[config.mk]
export PLATFORM = sky130hd
export DESIGN_NAME = encoder_txrx_sm
export DESIGN_NICKNAME = d
export VERILOG_FILES = /design/src/rtl/encoder_txrx_pkg.sv /design/src/rtl/pcs_scrambler.sv /design/src/rtl/encoder_txrx_sm.sv
export SDC_FILE = /design/constraint.sdc
export NUM_CORES = 1
export LEC_CHECK = 0
export CORE_AREA = 2 2 82 84
export DETAILED_ROUTE_END_ITERATION = 12
export DIE_AREA = 0 0 84 86
export GPL_ROUTABILITY_DRIVEN = 0
export MAX_ROUTING_LAYER = met4
export PLACE_DENSITY_LB_ADDON = 0.25
export REMOVE_ABC_BUFFERS = 1
export SYNTH_ARGS = -nofsm -noshare
export SYNTH_HDL_FRONTEND = slang
export SYNTH_SLANG_ARGS = --single-unit
[constraint.sdc]
create_clock -name clock -period 2 [get_ports clock]
set_input_delay 0.4 -clock clock [delete_from_list [all_inputs] [get_ports clock]]
set_output_delay 0.4 -clock clock [all_outputs]
set_load 0.02 [all_outputs]
[src/rtl/encoder_txrx_pkg.sv]
// encoder_txrx_pkg: shared types and constants for the PAM5 PCS control block.
// Holds the TX/RX state encodings, PAM5 symbol codes, delimiter vectors,
// scrambler seed/taps and the octet-to-symbol mapping helpers.
// Symbol vectors are packed as {lane3, lane2, lane1, lane0}, 3 bits per lane.
package encoder_txrx_pkg;

    typedef enum logic [2:0] {
        IDLE = 3'd0,
        SSD1 = 3'd1,
        SSD2 = 3'd2,
        DATA = 3'd3,
        ESD1 = 3'd4,
        ESD2 = 3'd5
    } tx_state_t;

    typedef enum logic [1:0] {
        R_IDLE = 2'd0,
        R_SSD2 = 2'd1,
        R_DATA = 2'd2
    } rx_state_t;

    // PAM5 levels as 3-bit two's complement codes
    localparam logic [2:0] PAM_M2 = 3'b110;
    localparam logic [2:0] PAM_M1 = 3'b111;
    localparam logic [2:0] PAM_0  = 3'b000;
    localparam logic [2:0] PAM_P1 = 3'b001;
    localparam logic [2:0] PAM_P2 = 3'b010;

    // Delimiter and error vectors, {lane3, lane2, lane1, lane0}
    localparam logic [11:0] VEC_SSD1  = {PAM_P2, PAM_P2, PAM_P2, PAM_P2};
    localparam logic [11:0] VEC_SSD2  = {PAM_M2, PAM_M2, PAM_P2, PAM_P2};
    localparam logic [11:0] VEC_ESD1  = {PAM_M2, PAM_P2, PAM_M2, PAM_P2};
    localparam logic [11:0] VEC_ESD2  = {PAM_P2, PAM_M2, PAM_P2, PAM_M2};
    localparam logic [11:0] VEC_TXERR = {PAM_P2, PAM_M2, PAM_M2, PAM_M2};

    // Side-stream scrambler: 33-bit shift register, feedback from bits 32 and 12
    localparam int          SCR_W      = 33;
    localparam int          SCR_TAP_HI = 32;
    localparam int          SCR_TAP_LO = 12;
    localparam logic [32:0] SCR_SEED   = 33'h1;

    // Two scrambled bits onto one PAM5 level
    function automatic logic [2:0] pam5_of_pair(input logic [1:0] d);
        logic [2:0] s;
        case (d)
            2'b00:   s = PAM_0;
            2'b01:   s = PAM_P1;
            2'b11:   s = PAM_P2;
            default: s = PAM_M1;
        endcase
        return s;
    endfunction

    // Scrambled octet onto four lanes; lane k takes bits [2k+1:2k]
    function automatic logic [11:0] pam5_of_octet(input logic [7:0] sd);
        return {pam5_of_pair(sd[7:6]), pam5_of_pair(sd[5:4]),
                pam5_of_pair(sd[3:2]), pam5_of_pair(sd[1:0])};
    endfunction

    // Two's complement negation of a PAM5 code
    function automatic logic [2:0] pam5_neg(input logic [2:0] s);
        return (~s) + 3'd1;
    endfunction

endpackage

[src/rtl/pcs_scrambler.sv]
// pcs_scrambler: side-stream LFSR for the TX path.
// Shifts left one bit per advance, inserting scr[32]^scr[12] at bit 0.
// Returns to the seed on either the async reset or the sync PCS reset.
module pcs_scrambler
    import encoder_txrx_pkg::*;
(
    input  logic             i_clk,
    input  logic             i_rst,
    input  logic             i_sync_rst,
    input  logic             i_advance,
    output logic [SCR_W-1:0] o_scr
);

    logic [SCR_W-1:0] r_scr;

    // LFSR state: seed on reset, one shift per advance strobe
    always_ff @(posedge i_clk or posedge i_rst) begin
        if (i_rst) begin
            r_scr <= SCR_SEED;
        end else if (i_sync_rst) begin
            r_scr <= SCR_SEED;
        end else if (i_advance) begin
            r_scr <= {r_scr[SCR_W-2:0], r_scr[SCR_TAP_HI] ^ r_scr[SCR_TAP_LO]};
        end
    end

    assign o_scr = r_scr;

endmodule

[src/rtl/encoder_txrx_sm.sv]
// encoder_txrx_sm: PCS transmit/receive control between GMII and PAM5 lanes.
// TX frames octets with SSD/ESD delimiters, scrambles and maps them onto four
// PAM5 lanes. The RX tracker, collision flag and sticky RX error status are
// built only when ENCODER_TXRX_SM_RX_EN is defined; otherwise those outputs
// are tied off and the RX inputs are ignored.
// Handshake: the TX symbol register is loaded on strobe = symb_timer_done &
// tx_symb_vector_ready, and tx_symb_vector_valid is high for exactly the
// cycle after each strobe. RX vectors are consumed on any cycle where
// rx_symb_vector_valid is high; rx_symb_vector_ready is always 1.
module encoder_txrx_sm
    import encoder_txrx_pkg::*;
(
    input  logic              clock,
    input  logic              reset,
    input  logic              io_tx_enable,
    input  logic              io_tx_mode,
    input  logic              io_tx_error,
    input  logic [7:0]        io_txd,
    input  logic              io_symb_timer_done,
    input  logic [31:0]       io_n,
    input  logic [31:0]       io_n0,
    input  logic              io_loc_rcvr_status,
    input  logic              io_rx_symb_vector_valid,
    input  logic signed [2:0] io_rx_symb_vector_bits_0,
    input  logic signed [2:0] io_rx_symb_vector_bits_1,
    input  logic signed [2:0] io_rx_symb_vector_bits_2,
    input  logic signed [2:0] io_rx_symb_vector_bits_3,
    input  logic [7:0]        io_decoded_rx_symb_vector,
    input  logic              io_pcs_reset,
    input  logic              io_tx_symb_vector_ready,
    output logic              io_tx_symb_vector_valid,
    output logic signed [2:0] io_tx_symb_vector_bits_0,
    output logic signed [2:0] io_tx_symb_vector_bits_1,
    output logic signed [2:0] io_tx_symb_vector_bits_2,
    output logic signed [2:0] io_tx_symb_vector_bits_3,
    output logic [7:0]        io_rxd,
    output logic              io_rx_dv,
    output logic              io_rx_er,
    output logic              io_rxerror_status,
    output logic              io_col,
    output logic              io_rx_symb_vector_ready
);

    logic             w_strobe;
    logic [SCR_W-1:0] w_scr;
    logic             w_n_odd;
    logic [11:0]      w_idle_vec;
    logic [11:0]      w_sym_next;
    logic             w_tx_active_nx;
    logic             w_unused;
    tx_state_t        r_tx_state;
    tx_state_t        w_tx_next;
    logic [11:0]      r_sym;
    logic             r_valid;

    assign w_strobe = io_symb_timer_done & io_tx_symb_vector_ready;

    // Only the parity of (n - n0) matters, and that is the XOR of the LSBs
    assign w_n_odd = io_n[0] ^ io_n0[0];

    pcs_scrambler u_scrambler (
        .i_clk      (clock),
        .i_rst      (reset),
        .i_sync_rst (io_pcs_reset),
        .i_advance  (w_strobe),
        .o_scr      (w_scr)
    );

    // Idle pattern: +/-2 per lane from scrambler bits, lane 3 flipped on odd index
    always_comb begin
        w_idle_vec[2:0]  = w_scr[0] ? PAM_P2 : PAM_M2;
        w_idle_vec[5:3]  = w_scr[1] ? PAM_P2 : PAM_M2;
        w_idle_vec[8:6]  = w_scr[2] ? PAM_P2 : PAM_M2;
        w_idle_vec[11:9] = w_scr[3] ? PAM_P2 : PAM_M2;
        if (w_n_odd) begin
            w_idle_vec[11:9] = pam5_neg(w_scr[3] ? PAM_P2 : PAM_M2);
        end
    end

    // TX next state; only committed on a strobe
    always_comb begin
        w_tx_next = r_tx_state;
        case (r_tx_state)
            IDLE:    if (io_tx_enable && io_loc_rcvr_status) w_tx_next = SSD1;
            SSD1:    w_tx_next = SSD2;
            SSD2:    w_tx_next = DATA;
            DATA:    if (!io_tx_enable) w_tx_next = ESD1;
            ESD1:    w_tx_next = ESD2;
            ESD2:    w_tx_next = IDLE;
            default: w_tx_next = IDLE;
        endcase
    end

    // Symbols for the state being entered, using the current scrambler and txd
    always_comb begin
        w_sym_next = '0;
        case (w_tx_next)
            IDLE:    w_sym_next = w_idle_vec;
            SSD1:    w_sym_next = VEC_SSD1;
            SSD2:    w_sym_next = VEC_SSD2;
            DATA:    w_sym_next = io_tx_error ? VEC_TXERR
                                              : pam5_of_octet(io_txd ^ w_scr[7:0]);
            ESD1:    w_sym_next = VEC_ESD1;
            ESD2:    w_sym_next = VEC_ESD2;
            default: w_sym_next = '0;
        endcase
        // SEND_Z: FSM keeps running, line sees zeros
        if (!io_tx_mode) begin
            w_sym_next = '0;
        end
    end

    // TX state, symbol register and valid pulse
    always_ff @(posedge clock or posedge reset) begin
        if (reset) begin
            r_tx_state <= IDLE;
            r_sym      <= '0;
            r_valid    <= 1'b0;
        end else if (io_pcs_reset) begin
            r_tx_state <= IDLE;
            r_sym      <= '0;
            r_valid    <= 1'b0;
        end else begin
            r_valid <= w_strobe;
            if (w_strobe) begin
                r_tx_state <= w_tx_next;
                r_sym      <= w_sym_next;
            end
        end
    end

    assign w_tx_active_nx = ((w_strobe ? w_tx_next : r_tx_state) != IDLE);

    assign io_tx_symb_vector_valid  = r_valid;
    assign io_tx_symb_vector_bits_0 = r_sym[2:0];
    assign io_tx_symb_vector_bits_1 = r_sym[5:3];
    assign io_tx_symb_vector_bits_2 = r_sym[8:6];
    assign io_tx_symb_vector_bits_3 = r_sym[11:9];
    assign io_rx_symb_vector_ready  = 1'b1;

`ifdef ENCODER_TXRX_SM_RX_EN
    logic [11:0] w_rx_vec;
    rx_state_t   r_rx_state;
    rx_state_t   w_rx_next;
    logic        w_rx_er_set;
    logic        w_rx_dv_load;
    logic        w_rx_dv_clear;
    logic        w_col_nx;
    logic [7:0]  r_rxd;
    logic        r_rx_dv;
    logic        r_rx_er;
    logic        r_rxerr;
    logic        r_col;

    assign w_rx_vec = {io_rx_symb_vector_bits_3, io_rx_symb_vector_bits_2,
                       io_rx_symb_vector_bits_1, io_rx_symb_vector_bits_0};

    // RX delimiter tracking; moves only on a valid symbol vector
    always_comb begin
        w_rx_next     = r_rx_state;
        w_rx_er_set   = 1'b0;
        w_rx_dv_load  = 1'b0;
        w_rx_dv_clear = 1'b0;
        if (io_rx_symb_vector_valid) begin
            case (r_rx_state)
                R_IDLE: begin
                    if (w_rx_vec == VEC_SSD1) w_rx_next = R_SSD2;
                end
                R_SSD2: begin
                    if (w_rx_vec == VEC_SSD2) begin
                        w_rx_next = R_DATA;
                    end else begin
                        w_rx_next   = R_IDLE;
                        w_rx_er_set = 1'b1;
                    end
                end
                R_DATA: begin
                    if (w_rx_vec == VEC_ESD1) begin
                        w_rx_next     = R_IDLE;
                        w_rx_dv_clear = 1'b1;
                    end else begin
                        w_rx_dv_load = 1'b1;
                    end
                end
                default: w_rx_next = R_IDLE;
            endcase
        end
    end

    // Collision reflects the states both FSMs hold after this edge
    assign w_col_nx = w_tx_active_nx && (w_rx_next != R_IDLE);

    // RX state, data outputs, error pulse, sticky status and collision flag
    always_ff @(posedge clock or posedge reset) begin
        if (reset) begin
            r_rx_state <= R_IDLE;
            r_rxd      <= '0;
            r_rx_dv    <= 1'b0;
            r_rx_er    <= 1'b0;
            r_rxerr    <= 1'b0;
            r_col      <= 1'b0;
        end else if (io_pcs_reset) begin
            r_rx_state <= R_IDLE;
            r_rxd      <= '0;
            r_rx_dv    <= 1'b0;
            r_rx_er    <= 1'b0;
            r_rxerr    <= 1'b0;
            r_col      <= 1'b0;
        end else begin
            r_rx_state <= w_rx_next;
            r_rx_er    <= w_rx_er_set;
            r_rxerr    <= r_rxerr | w_rx_er_set;
            r_col      <= w_col_nx;
            if (w_rx_dv_load) begin
                r_rx_dv <= 1'b1;
                r_rxd   <= io_decoded_rx_symb_vector;
            end else if (w_rx_dv_clear) begin
                r_rx_dv <= 1'b0;
                r_rxd   <= '0;
            end
        end
    end

    assign io_rxd            = r_rxd;
    assign io_rx_dv          = r_rx_dv;
    assign io_rx_er          = r_rx_er;
    assign io_rxerror_status = r_rxerr;
    assign io_col            = r_col;

    assign w_unused = ^{io_n[31:1], io_n0[31:1], w_scr[SCR_W-1:8]};
`else
    assign io_rxd            = '0;
    assign io_rx_dv          = 1'b0;
    assign io_rx_er          = 1'b0;
    assign io_rxerror_status = 1'b0;
    assign io_col            = 1'b0;

    assign w_unused = ^{io_n[31:1], io_n0[31:1], w_scr[SCR_W-1:8],
                        io_rx_symb_vector_valid, io_rx_symb_vector_bits_0,
                        io_rx_symb_vector_bits_1, io_rx_symb_vector_bits_2,
                        io_rx_symb_vector_bits_3, io_decoded_rx_symb_vector,
                        w_tx_active_nx};
`endif

endmodule

==> metrics.yaml <==
floorplanning:
  dieWidth_um: 84
  initial_utilization_pct: 38.37
  design.die.area_mm2: 0.007224
  core_area_mm2: 0.006277
  std_cell_rows: 29
  die_height_um: 86
  ios: 128
grt:
  grt_max_degree: 36
  first_global_vias: 1789
  grt_pass1_wl_mm: 8.369
  grtUsageTotal_pct: 15.07
  grt_antenna_before_repair: 0
  globalRoute.totalOverflow: 0
yosys:
  syn-instance-count: 263
  ys.warnings.count: 0
  synth_seq_area_share_pct: 50.96
  post_synth_edffs: 0
  largest_family_of_logic_cells_by_synthesized_area: "simple AND/OR/NAND/NOR gates"
  flip_flop_and_latch_count_after_synthesis: 49
  syn_area_mm2: 0.002409
  post_synthesis_compound_gate_area_fraction_pct: 15.69
  muxShareOfSynthArea_pct: 0
  ys.flop_type: "sky130_fd_sc_hd__dfrtp_1"
  post_synth.cell_area_avg_um2: 9.158
  synth_async_sr_flop_share_pct: 100.0
  post_synth_fa_ha_maj_area_fraction_pct: 2.078
  synth_simple_gate_area_share_pct: 19.53
  synth_xor_area_share_pct: 4.000
  synth_cell_types: 36
final_layout:
  ff_latch_area_mm2: 0.001227
  antennaDiodeCount: 0
  final_net_count: 400
  most_common_library_cell_in_the_layout_ignoring_fill_and_taps: "sky130_fd_sc_hd__nand2_1"
  final_cell_count_no_fill: 372
  fillers: 610
  final_cell_mix: "sky130_fd_sc_hd__nand2_1 (77), sky130_fd_sc_hd__dfrtp_1 (48), sky130_fd_sc_hd__a21oi_1 (36), sky130_fd_sc_hd__clkdlybuf4s50_1 (31), sky130_fd_sc_hd__conb_1 (13)"
  area.growth.synth_to_final_pct: 19.95
  drive_gt1_share_pct: 8.814
  multi_input_comb_area_mm2: 0.001044
  finalCoreUtilization_pct: 46.02
routing:
  drt-total-wl_mm: 4.848
  drt-pass1-iter-count: 4
  post_drt_wl_per_cell_um: 13.03
  via_per_inst: 4.866
  antenna_violating_nets_post_route: 0
  drc: 0
  routed-via-count: 1810
  first_iter_violations: 76
setup_path:
  regToRegStartpoint: "r_tx_state[1]"
  reg2reg_setup_slack_ns: 0.41
  cp_data_arrival_time_ns: 1.94
  end_kind: "flop"
  worst-path-max-fanout: 5
  critical_path_class: "in -> reg"
  cp_data_required_time_ns: 2.24
  ff2ff_path_depth: 4
  endpoint_of_the_lowest_slack_register_to_register_path: "r_sym[11]"
  timing.critical_path.from_type: "input port"
sta:
  final_hold_viol_count: 0
  finalCritPeriodShare_pct: 85.11
  grt_setup_unrepaired: "false"
  maximum_clock_frequency_mhz: 587.5
  setup-violations-final: 0
  final_worst_clock_skew_ns: 0.004176
  finalWorstSetupSlack_ns: 0.2978
  layout_min_cycle_time_ns: 1.702
  maxSlewViolCount: 0
placement:
  dpl.hpwl_mm: 3.460
  place_worst_setup_slack_ns: 0.04089
  io_buffer_count: 31
  place.detailed.instances: 364
power:
  power-per-cell-area_mw_per_mm2: 686.3
  finalPower_mw: 1.983
  leakagePower_nw: 1.231
  ir_drop_mv: 0.4165
clock_network:
  worst_setup_hold_path_clk_slew_ns: 0.08
  cts_inserted_buffers: 5
  clk-insertion-delay-late_ns: 0.30
  ctsResizeCount: 0
  holdBufCountCts: 0
  root_buffer: "sky130_fd_sc_hd__clkbuf_8"
  tritoncts: "yes"
  cts_max_level: 2
  cts.sink_count: 49
  cts_buffer_depth: 2
  number_of_buffers_inserted_by_post_cts_setup_repair: 0
flow_run:
  maximum_capacitance_violations: 0
run_status:
  status: "finished, final reports clean"
min_path:
  min_path_type: "in -> async"
worst max-delay path, cell delays in order:
cell and delay [ns]:
sky130_fd_sc_hd__clkdlybuf4s50_1 0.50, sky130_fd_sc_hd__and2b_4 0.34, sky130_fd_sc_hd__nand2_1 0.06, sky130_fd_sc_hd__a2111oi_0 0.48, sky130_fd_sc_hd__a211o_1 0.15
through the flow:
stage / area (µm²) / TNS (ns) / hold slack, ns
6_report: 2889 / 0 / 0.3978
5_1_grt: 2889 / 0 / 0.4339
4_1_cts: 2889 / 0 / 0.4022
3_5_place_dp: 2773 / 0 / 0.4814
3_3_place_gp: 2773 / -0.01550 / 0.4640
2_1_floorplan: 2278 / -0.05331 / 0.4631
worst max-delay path by stage:
stage / cells after the start / start / slack (ns) / to
floorplan: 4 / io_symb_timer_done / -0.05 / r_sym[11]
global placement: 5 / io_tx_enable / -0.02 / r_sym[11]
detailed placement: 5 / io_tx_enable / 0.04 / r_sym[11]
CTS: 1 / r_sym[4] / 0.29 / io_tx_symb_vector_bits_1[1]
global route: 5 / io_tx_enable / 0.21 / r_sym[11]
finish: 5 / io_tx_enable / 0.30 / r_sym[11]
power by group:
| part | internal, mW | switching [mW] | total [mW] |
|---|---|---|---|
| logic | 0.0964 | 0.141 | 0.237 |
| registers | 1.00 | 0.0137 | 1.02 |
| clock network | 0.408 | 0.320 | 0.728 |
| total | 1.51 | 0.475 | 1.98 |
registers in the layout, summed over array words and instances, names as in the netlist:
register and count:
r_tx_state 3, u_scrambler.o_scr 33, r_sym 12, io_tx_symb_vector_valid 1
Yosys cell counts, types with 2 or more instances:
cell	n	area, µm²
sky130_fd_sc_hd__o221ai_1	2	17.52
sky130_fd_sc_hd__nand2b_1	2	12.51
sky130_fd_sc_hd__clkbuf_1	10	37.54
sky130_fd_sc_hd__a211o_1	3	26.28
sky130_fd_sc_hd__dfrtp_1	48	1201
sky130_fd_sc_hd__o21ai_0	8	40.04
sky130_fd_sc_hd__ha_1	4	50.05
sky130_fd_sc_hd__nor3_1	3	15.01
sky130_fd_sc_hd__xnor2_1	7	61.31
sky130_fd_sc_hd__o21ai_1	5	25.02
sky130_fd_sc_hd__nand2_1	77	289.0
sky130_fd_sc_hd__conb_1	2	7.510
sky130_fd_sc_hd__inv_1	2	7.510
sky130_fd_sc_hd__a21oi_1	36	180.2
sky130_fd_sc_hd__nor2_1	11	41.29
sky130_fd_sc_hd__buf_2	2	10.01
sky130_fd_sc_hd__buf_4	15	112.6
sky130_fd_sc_hd__and2_1	3	18.77
sky130_fd_sc_hd__nand3b_4	2	40.04
sky130_fd_sc_hd__xor2_1	4	35.03
sky130_fd_sc_hd__nand3_1	2	10.01
layer usage:
| layer | global-route usage [%] | vias up | wire (µm) | share of wire [%] |
|---|---|---|---|---|
| met5 | - | - | 0 | 0 |
| met4 | 6.452 | 0 | 122 | 2.5 |
| met3 | 3.080 | 10 | 226 | 4.7 |
| met2 | 23.85 | 52 | 2219 | 46 |
| met1 | 18.92 | 844 | 2279 | 47 |
| li1 | - | 904 | - | - |
kinds of logic (layout without fill, tap and decap cells):
logic type / count (synthesis) / after routing
XOR/XNOR: 11 / 11
flip-flops: 49 / 49
other: 2 / 13
adder cells (fa/ha/maj): 4 / 4
AND/OR/NAND/NOR: 105 / 105
AO/OA/AOI/OAI: 62 / 62
buffers and inverters: 30 / 51
area by class of cell:
class	instances	share of cell area [%]
Timing Repair Buffer	41	13.77
Multi-Input combinational cell	195	36.12
Inverter	2	0.2599
Clock buffer	7	2.988
Tap cell	77	3.335
Sequential cell	49	42.49
Clock inverter	1	1.039
Power figures use the tool's default switching activity.
